[config.mk]
export PLATFORM = sky130hd
export DESIGN_NAME = sa_skew_feeder
export DESIGN_NICKNAME = d
export VERILOG_FILES = /design/src/rtl/sa_skew_feeder.sv
export SDC_FILE = /design/constraint.sdc
export NUM_CORES = 1
export LEC_CHECK = 0
export BUFFER_PORTS_ARGS = -buffer_cell sky130_fd_sc_hd__buf_4
export CORE_MARGIN = 2
export CORE_UTILIZATION = 36
export CTS_CLUSTER_SIZE = 14
export DETAILED_ROUTE_END_ITERATION = 12
export PLACE_DENSITY = 0.61
export SETUP_SLACK_MARGIN = 0.02
export SLEW_MARGIN = 20
export SYNTH_ARGS = -nofsm -noshare
export SYNTH_HDL_FRONTEND = slang
export SYNTH_SLANG_ARGS = --single-unit
export TNS_END_PERCENT = 5
[constraint.sdc]
create_clock -name clk -period 3.7 [get_ports clk]
set_input_delay 0.37 -clock clk [delete_from_list [all_inputs] [get_ports clk]]
set_output_delay 0.37 -clock clk [all_outputs]
set_load 0.01 [all_outputs]
[src/rtl/sa_skew_feeder.sv]
// Operand feeder for the FP16 systolic array: accepts N-lane row vectors and
// skews lane i by i cycles, flushing the pipe with bubbles before done.
module sa_skew_feeder #(
  parameter int unsigned N      = 4,
  parameter int unsigned DATA_W = 16,
  parameter int unsigned LEN_W  = 16
) (
  input  logic                clk,
  input  logic                rst_n,
  input  logic                start,
  input  logic [LEN_W-1:0]    len,
  input  logic                in_valid,
  output logic                in_ready,
  input  logic [N*DATA_W-1:0] in_data,
  output logic [N*DATA_W-1:0] out_data,
  output logic [N-1:0]        out_valid,
  output logic                busy,
  output logic                done
);

  localparam int unsigned FC_W       = (N > 1) ? $clog2(N) : 1;
  localparam int unsigned FLUSH_LAST = (N > 1) ? N - 2 : 0;

  typedef enum logic [1:0] {
    S_IDLE  = 2'd0,
    S_FEED  = 2'd1,
    S_FLUSH = 2'd2
  } state_t;

  state_t            state_q, state_n;
  logic [LEN_W-1:0]  cnt_q, cnt_n;
  logic [LEN_W-1:0]  len_q, len_n;
  logic [FC_W-1:0]   fcnt_q, fcnt_n;
  logic              zl_q, zl_n;
  logic              ready_q, ready_n;
  logic              busy_q, busy_n;
  logic              done_q, done_n;
  logic              hs;

  // ready is only ever high in FEED below the latched length
  assign hs = in_valid & ready_q;

  always_ff @(posedge clk or negedge rst_n) begin
    if (!rst_n) begin
      state_q <= S_IDLE;
      cnt_q   <= '0;
      len_q   <= '0;
      fcnt_q  <= '0;
      zl_q    <= 1'b0;
      ready_q <= 1'b0;
      busy_q  <= 1'b0;
      done_q  <= 1'b0;
    end else begin
      state_q <= state_n;
      cnt_q   <= cnt_n;
      len_q   <= len_n;
      fcnt_q  <= fcnt_n;
      zl_q    <= zl_n;
      ready_q <= ready_n;
      busy_q  <= busy_n;
      done_q  <= done_n;
    end
  end

  always_comb begin
    state_n = state_q;
    cnt_n   = cnt_q;
    len_n   = len_q;
    fcnt_n  = fcnt_q;
    zl_n    = 1'b0;
    done_n  = zl_q;
    unique case (state_q)
      S_IDLE: begin
        if (start) begin
          if (len != '0) begin
            len_n   = len;
            cnt_n   = '0;
            state_n = S_FEED;
          end else begin
            zl_n = 1'b1;
          end
        end
      end
      S_FEED: begin
        if (hs) begin
          cnt_n = cnt_q + LEN_W'(1);
          if (cnt_n == len_q) begin
            if (N == 1) begin
              state_n = S_IDLE;
              done_n  = 1'b1;
            end else begin
              state_n = S_FLUSH;
              fcnt_n  = '0;
            end
          end
        end
      end
      S_FLUSH: begin
        if (fcnt_q == FC_W'(FLUSH_LAST)) begin
          state_n = S_IDLE;
          done_n  = 1'b1;
        end else begin
          fcnt_n = fcnt_q + FC_W'(1);
        end
      end
      default: state_n = S_IDLE;
    endcase
    ready_n = (state_n == S_FEED) && (cnt_n < len_n);
    busy_n  = (state_n != S_IDLE);
  end

  assign in_ready = ready_q;
  assign busy     = busy_q;
  assign done     = done_q;

  // Lane i is a chain of i+1 registers; bubbles carry data 0 so invalid slots read +0.0
  for (genvar i = 0; i < N; i++) begin : g_lane
    logic [DATA_W-1:0] d_q [0:i];
    logic [i:0]        v_q;

    always_ff @(posedge clk or negedge rst_n) begin
      if (!rst_n) begin
        for (int j = 0; j <= i; j++) d_q[j] <= '0;
        v_q <= '0;
      end else begin
        d_q[0] <= hs ? in_data[i*DATA_W +: DATA_W] : '0;
        v_q[0] <= hs;
        for (int j = 1; j <= i; j++) begin
          d_q[j] <= d_q[j-1];
          v_q[j] <= v_q[j-1];
        end
      end
    end

    assign out_data[i*DATA_W +: DATA_W] = d_q[i];
    assign out_valid[i]                 = v_q[i];
  end

endmodule

==> flow_summary_export.csv, run 1 <==
group,metric,value,unit
status,outcome,"finished, final reports clean",
finish,final_cells,986,
global_route,antenna_found_initial,0,
power_and_ir_drop,swShare,0.254,
power_and_ir_drop,p_clk_frac,0.387,
finish,syn_to_final_growth,23.8,%
critical_path,critPathMaxFanout,10,
die,ios,155,
logic_synthesis,syn_inst,585,
timing,slew_headroom,0.514,
die,num_rows,53,
timing,slew_viol_final,0,
drt,drt_drc_violations_left,0,
timing,fin_skew,8.85,ps
logic_synthesis,synthArstFlopShare,1.00,
critical_path,r2r-start,"cnt_q[0]$_DFF_PN0_",
global_route,grt_pass1_wl,25.4,mm
clock_network,clkTransAtPathRegs,60,ps
finish,regArea,0.00511,mm2
clock_network,numClockSinks,204,
power_and_ir_drop,seq_power_share,0.467,
timing,fmax,326,MHz
critical_path,r2r_slack,630,ps
global_route,first_global_vias,4919,
global_route,gr-usage-met1,0.183,
logic_synthesis,synth_seq_cells,204,
drt,drt_pass1_iterations,4,
power_and_ir_drop,ir_worst_vdd,0.249,mV
critical_path,worstSetupPathType,"register to register",
job,cap_violations,0,
placed_design,post_dp_cell_area,0.00872,mm2
clock_network,h-tree-depth,1,
drt,vias_per_cell,4.75,
clock_network,cts-buffers-inserted,21,
finish,final_area,0.00947,mm2
timing,rsz0062_at_grt,"no",
logic_synthesis,synth_cell_types,53,
critical_path,worstRegToRegCells,12,
placed_design,gp_congestion,0.952,
clock_network,cts_resized,0,
logic_synthesis,yosysTopAreaCellShare,0.668,
drt,first_iter_violations,294,
drt,vias,4685,
finish,multiInputGateArea,0.00194,mm2
global_route,use_met3,0.0317,
power_and_ir_drop,p_leak,4.93,nW
finish,fill_cells,1962,
clock_network,clockBufferDepth,3,
clock_network,clkLatencyLatePin,480,ps
global_route,overflow,0,
critical_path,startpoint,"cnt_q[0]$_DFF_PN0_",
placed_design,post-place-ws,596,ps
timing,worst_pin_slew,727,ps
timing,finalSetupViolCount,0,
critical_path,crit_end,"in_ready$_DFF_PN0_",
drt,wl_per_cell,16.3,um
logic_synthesis,synth-edff-count,0,
die,initial_core_util,0.365,
timing,whs,116,ps
global_route,top_usage_layer,"met2",
power_and_ir_drop,cell_internal_pwr,4.13,mW
clock_network,cts.root.buffer_cell,"clkbuf_16",
finish,fin_nets,797,
logic_synthesis,synth_flop_cell,"dfrtp_1",
drt,drt-total-wl,16.0,mm
die,core,0.0210,mm2
power_and_ir_drop,p_per_area,584,mW/mm2
critical_path,r2r_end,"in_ready$_DFF_PN0_",
timing,hold_viol,0,
logic_synthesis,yosysTopAreaCell,"dfrtp_1",
logic_synthesis,syn_nets,686,
finish,drive_above_1_share,0.298,
power_and_ir_drop,power_frac_comb,0.146,
timing,fin_tns_setup,0,ps
global_route,grt_usage,0.142,
logic_synthesis,ys_top_cells_by_area,"dfrtp_1 67%, and3_1 5.3%, buf_4 5.0%, ha_1 2.8%, mux2i_1 2.0%",
clock_network,cts_tree,"yes",
global_route,grt_max_degree,135,
critical_path,arrival,3430,ps
timing,finalCritPeriodShare,0.830,
finish,utilization,0.452,
drt,ant_nets,0,
die,die-area,0.0224,mm2
logic_synthesis,netlist_area,0.00764,mm2
logic_synthesis,ys_seq_area_frac,0.668,
power_and_ir_drop,switching_power,1.40,mW
timing,fin_ws,631,ps
finish,num_antenna_cells,0,
power_and_ir_drop,p_total,5.53,mW
critical_path,critical_path_required,4060,ps
timing,min_period,3070,ps
logic_synthesis,syn_avg_cell_area,13.1,um2
critical_path,end_kind,"register",
placed_design,placedCellCount,946,
logic_synthesis,yosys_warnings,0,
placed_design,numPortBuffers,154,
die,die_h,150,um
die,fp.dieW,150,um
worst_hold_path,hold_class,"input pin to register",
critical_path,start_kind,"register",
global_route,use_met2,0.240,
placed_design,dp.final_hpwl,11.3,mm
==> state kept, by name, summed over array words and instances, names as in the netlist <==
signal,flops
state_q,2
done,1
cnt_q,16
out_data,48
g_lane.v_q,4
in_ready,1
zl_q,1
len_q,16
busy,1
fcnt_q,2
g_lane.d_q,112
==> placed cells by master, fill, tap and decap left out, types with 3 or more instances in the layout <==
cell and instances:
nand3_1 14, mux2i_1 15, a31oi_1 3, buf_4 162
nor2_1 14, clkinv_2 3, nor4_1 6, and3_1 65
ha_1 17, clkbuf_16 21, o21ai_0 20, xor2_1 6
bufinv_16 3, and2_1 5, nand4_1 8, o31ai_1 5
clkbuf_8 3, clkbuf_1 6, a21oi_1 7, nor2b_1 3
dfrtp_1 203, a21o_1 7, o21a_1 3, inv_1 20
nand2_1 28, xnor2_1 17
==> Yosys cell counts (3+ instances only) <==
cell / number
a21o_1: 7
a21oi_1: 7
a31oi_1: 3
and2_1: 5
and3_1: 65
buf_4: 51
clkbuf_1: 21
dfrtp_1: 204
ha_1: 17
inv_1: 20
mux2i_1: 15
nand2_1: 28
nand3_1: 14
nand4_1: 8
nor2_1: 14
nor2b_1: 3
nor4_1: 6
o21a_1: 3
o21ai_0: 20
o31ai_1: 5
xnor2_1: 17
xor2_1: 6
==> power by group through the flow <==
stage          combinational, mW  clock [mW]  sequential, mW
2_1_floorplan              0.548           0            2.57
3_3_place_gp               0.799           0            2.62
3_5_place_dp               0.808           0            2.62
4_1_cts                    0.812        2.20            2.58
5_1_grt                    0.911        2.30            2.61
6_report                   0.808        2.14            2.58
==> kinds of logic after synthesis <==
kind of cell / share of synthesized area
buf+inv: 0.0781
fa+ha+maj: 0.0278
compound gates: 0.0612
mux: 0.0211
flops: 0.668
xor+xnor: 0.0263
simple gates: 0.118
==> repair_timing <==
item                      4_1_cts  5_1_grt
buffers inserted                0        0
hold buffers                    0        1
hold endpoints to repair        0       67
==> metal layers <==
| metal | wire (um) | vias up |
|---|---|---|
| met4 | 282 | 0 |
| met2 | 8030 | 160 |
| met3 | 1130 | 28 |
| met5 | 0 | - |
| met1 | 6590 | 2327 |
| li1 | - | 2170 |
==> worst max-delay path: stages (launching register included) <==
cell and delay (ps):
dfrtp_1 540, ha_1 330, and3_2 260, nand3_1 120, and2_1 190, o21ai_0 130
o31ai_1 110, ha_1 330, and4_1 230, o211ai_1 110, nand2b_1 150, a311oi_1 360
a211oi_2 60
==> worst min-delay path by stage <==
stage | startpoint | to | cells past startpoint
final | len[11] | len_q[11]$_DFF_PN0_ | 3
after global routing | in_data[22] | g_lane[1].d_q[22]$_DFF_PN0_ | 2
after CTS | len[11] | len_q[11]$_DFF_PN0_ | 3
after detailed placement | g_lane[2].d_q[40]$_DFF_PN0_ | g_lane[2].d_q[24]$_DFF_PN0_ | 0
after global placement | g_lane[1].d_q[19]$_DFF_PN0_ | out_data[19]$_DFF_PN0_ | 0
after floorplan | rst_n | busy$_DFF_PN0_ | 0
==> final cells by class <==
class	instances	share of cell area
Clock buffer	30	0.0622
Clock inverter	8	0.0128
Inverter	20	0.00793
Multi-Input combinational cell	283	0.205
Sequential cell	204	0.539
Tap cell	275	0.0363
Timing Repair Buffer	166	0.136
(Power assumes the default switching activity.)
==> inputs of run 2 (changes only) <==
--- a/config.mk
+++ b/config.mk
@@ -10,7 +10,7 @@
 export CORE_UTILIZATION = 36
 export CTS_CLUSTER_SIZE = 14
 export DETAILED_ROUTE_END_ITERATION = 12
-export PLACE_DENSITY = 0.61
+export PLACE_DENSITY = 0.63
 export SETUP_SLACK_MARGIN = 0.02
 export SLEW_MARGIN = 20
 export SYNTH_ARGS = -nofsm -noshare
==> constraint.sdc (replaced) <==
create_clock -name clk -period 2.6 [get_ports clk]
set_input_delay 0.26 -clock clk [delete_from_list [all_inputs] [get_ports clk]]
set_output_delay 0.26 -clock clk [all_outputs]
set_load 0.01 [all_outputs]
==> flow_summary_export.csv, run 2 (synthesis gave the netlist of run 1 again) <==
group,metric,value,unit
timing,fmax,380,MHz
critical_path,worstSetupPathType,"register to register",
finish,drive_above_1_share,0.383,
die,ios,155,
clock_network,clockBufferDepth,3,
placed_design,placedCellCount,1006,
timing,worst_pin_slew,573,ps
drt,vias,4954,
timing,rsz0062_at_grt,"yes",
critical_path,critPathMaxFanout,4,
clock_network,cts.root.buffer_cell,"clkbuf_16",
finish,num_antenna_cells,0,
power_and_ir_drop,p_per_area,817,mW/mm2
global_route,grt_max_degree,77,
timing,fin_ws,-30.3,ps
power_and_ir_drop,seq_power_share,0.440,
status,outcome,"finished, violations left",
job,cap_violations,0,
die,initial_core_util,0.365,
finish,largest_register_ffs,112,
finish,final_cell_mix,"224 x buf_4, 204 x dfrtp_1, 65 x and3_1, 27 x nand2_1, 23 x clkbuf_16",
critical_path,critical_path_required,2960,ps
timing,slew_viol_final,0,
clock_network,clkTransAtPathRegs,60,ps
drt,wl_per_cell,16.3,um
global_route,first_global_vias,5219,
finish,fin_nets,872,
finish,final_cells,1059,
die,fp.dieW,150,um
status,violations,"setup timing",
die,die-area,0.0224,mm2
global_route,grt_pass1_wl,27.3,mm
global_route,grt_usage,0.154,
global_route,antenna_found_initial,0,
clock_network,clkLatencyLatePin,490,ps
critical_path,start_kind,"register",
power_and_ir_drop,p_total,8.35,mW
die,num_rows,53,
drt,drt_pass1_iterations,4,
placed_design,numPortBuffers,154,
timing,slew_headroom,0.618,
drt,drt-total-wl,17.3,mm
global_route,overflow,0,
timing,fin_skew,10.8,ps
power_and_ir_drop,p_leak,5.34,nW
finish,regMostFlops,"g_lane.d_q",
timing,hold_viol,0,
finish,layout_commonest_cell,"buf_4",
power_and_ir_drop,switching_power,2.15,mW
worst_hold_path,hold_class,"input pin to register",
clock_network,cts-buffers-inserted,22,
power_and_ir_drop,p_clk_frac,0.383,
drt,vias_per_cell,4.68,
power_and_ir_drop,ir_worst_vdd,0.513,mV
placed_design,gp_congestion,0.875,
timing,finalCritPeriodShare,1.01,
power_and_ir_drop,power_frac_comb,0.178,
drt,first_iter_violations,284,
critical_path,end_kind,"register",
power_and_ir_drop,swShare,0.257,
clock_network,numClockSinks,204,
finish,fill_cells,1893,
timing,finalSetupViolCount,1,
clock_network,cts_tree,"yes",
drt,ant_nets,0,
critical_path,arrival,3000,ps
die,die_h,150,um
placed_design,dp.final_hpwl,11.8,mm
timing,min_period,2630,ps
drt,drt_drc_violations_left,0,
power_and_ir_drop,cell_internal_pwr,6.21,mW
finish,syn_to_final_growth,33.8,%
die,core,0.0210,mm2
clock_network,h-tree-depth,1,
run 2: power by group through the flow:
stage               registers [mW]  logic [mW]  clock network, mW
finish                        3.67        1.48               3.20
global route                  3.70        1.65               3.44
CTS                           3.67        1.46               3.28
detailed placement            3.72        1.39                  0
global placement              3.70        1.35                  0
floorplan                     3.66       0.795                  0
run 2: through the flow:
step | setup WS (ps) | TNS (ps) | util | cell area [um2] | hold WS, ps
3_3_place_gp | -297 | -297 | 0.440 | 9210 | 301
6_report | -30.3 | -30.3 | 0.488 | 10200 | 20.3
4_1_cts | 25.9 | 0 | 0.485 | 10200 | 0.264
3_5_place_dp | -358 | -358 | 0.440 | 9210 | 312
5_1_grt | -135 | -135 | 0.488 | 10200 | 8.34
2_1_floorplan | 31.5 | 0 | - | 7690 | -35.6
run 2: critical path: stages (launching register included):
cell and delay [ps]:
dfrtp_1 430, ha_4 180, and3_4 190, nand3_2 90
and2_4 170, o21ai_2 160, o31ai_2 110, ha_1 310
and4_4 230, o211ai_1 100, a21oi_1 130, nand2_1 70
a311oi_2 260, a211oi_2 80
run 2: timing repair:
| action | 4_1_cts | 5_1_grt |
|---|---|---|
| pin swaps | 6 | 17 |
| resized for setup | 19 | 20 |
| buffers inserted | 2 | 2 |
| endpoints found under the setup margin | 1 | 3 |
| hold endpoints to repair | 84 | 0 |
| hold buffers | 12 | 0 |
run 2: layout make-up:
class	instances	area (um2)	area share
sequential	204	5100	0.499
multi-input combinational	283	2080	0.203
timing repair buffer	240	1880	0.183
clock buffer	29	628	0.0614
tap	275	344	0.0336
clock inverter	8	124	0.0121
inverter	20	75.1	0.00734
run 2: routing by layer:
layer  vias up  share of wire  global-route usage
li1       2326              -                   -
met1      2450           0.42               0.198
met2       145           0.51               0.269
met3        33          0.053              0.0253
met4         0          0.020              0.0429
met5         -              0                   0
run 2: final timing paths:
kind	startpoint	end	slack [ps]	cells after the start
min reg2reg	g_lane[3].d_q[44]$_DFF_PN0_	g_lane[3].d_q[28]$_DFF_PN0_	340	0
max in group asynchronous	rst_n	g_lane[1].d_q[21]$_DFF_PN0_	1500	3
max reg2reg	cnt_q[0]$_DFF_PN0_	in_ready$_DFF_PN0_	-30	13
min	in_data[35]	g_lane[2].d_q[35]$_DFF_PN0_	20	2
min in group asynchronous	rst_n	out_data[51]$_DFF_PN0_	350	2
max	cnt_q[0]$_DFF_PN0_	in_ready$_DFF_PN0_	-30	13
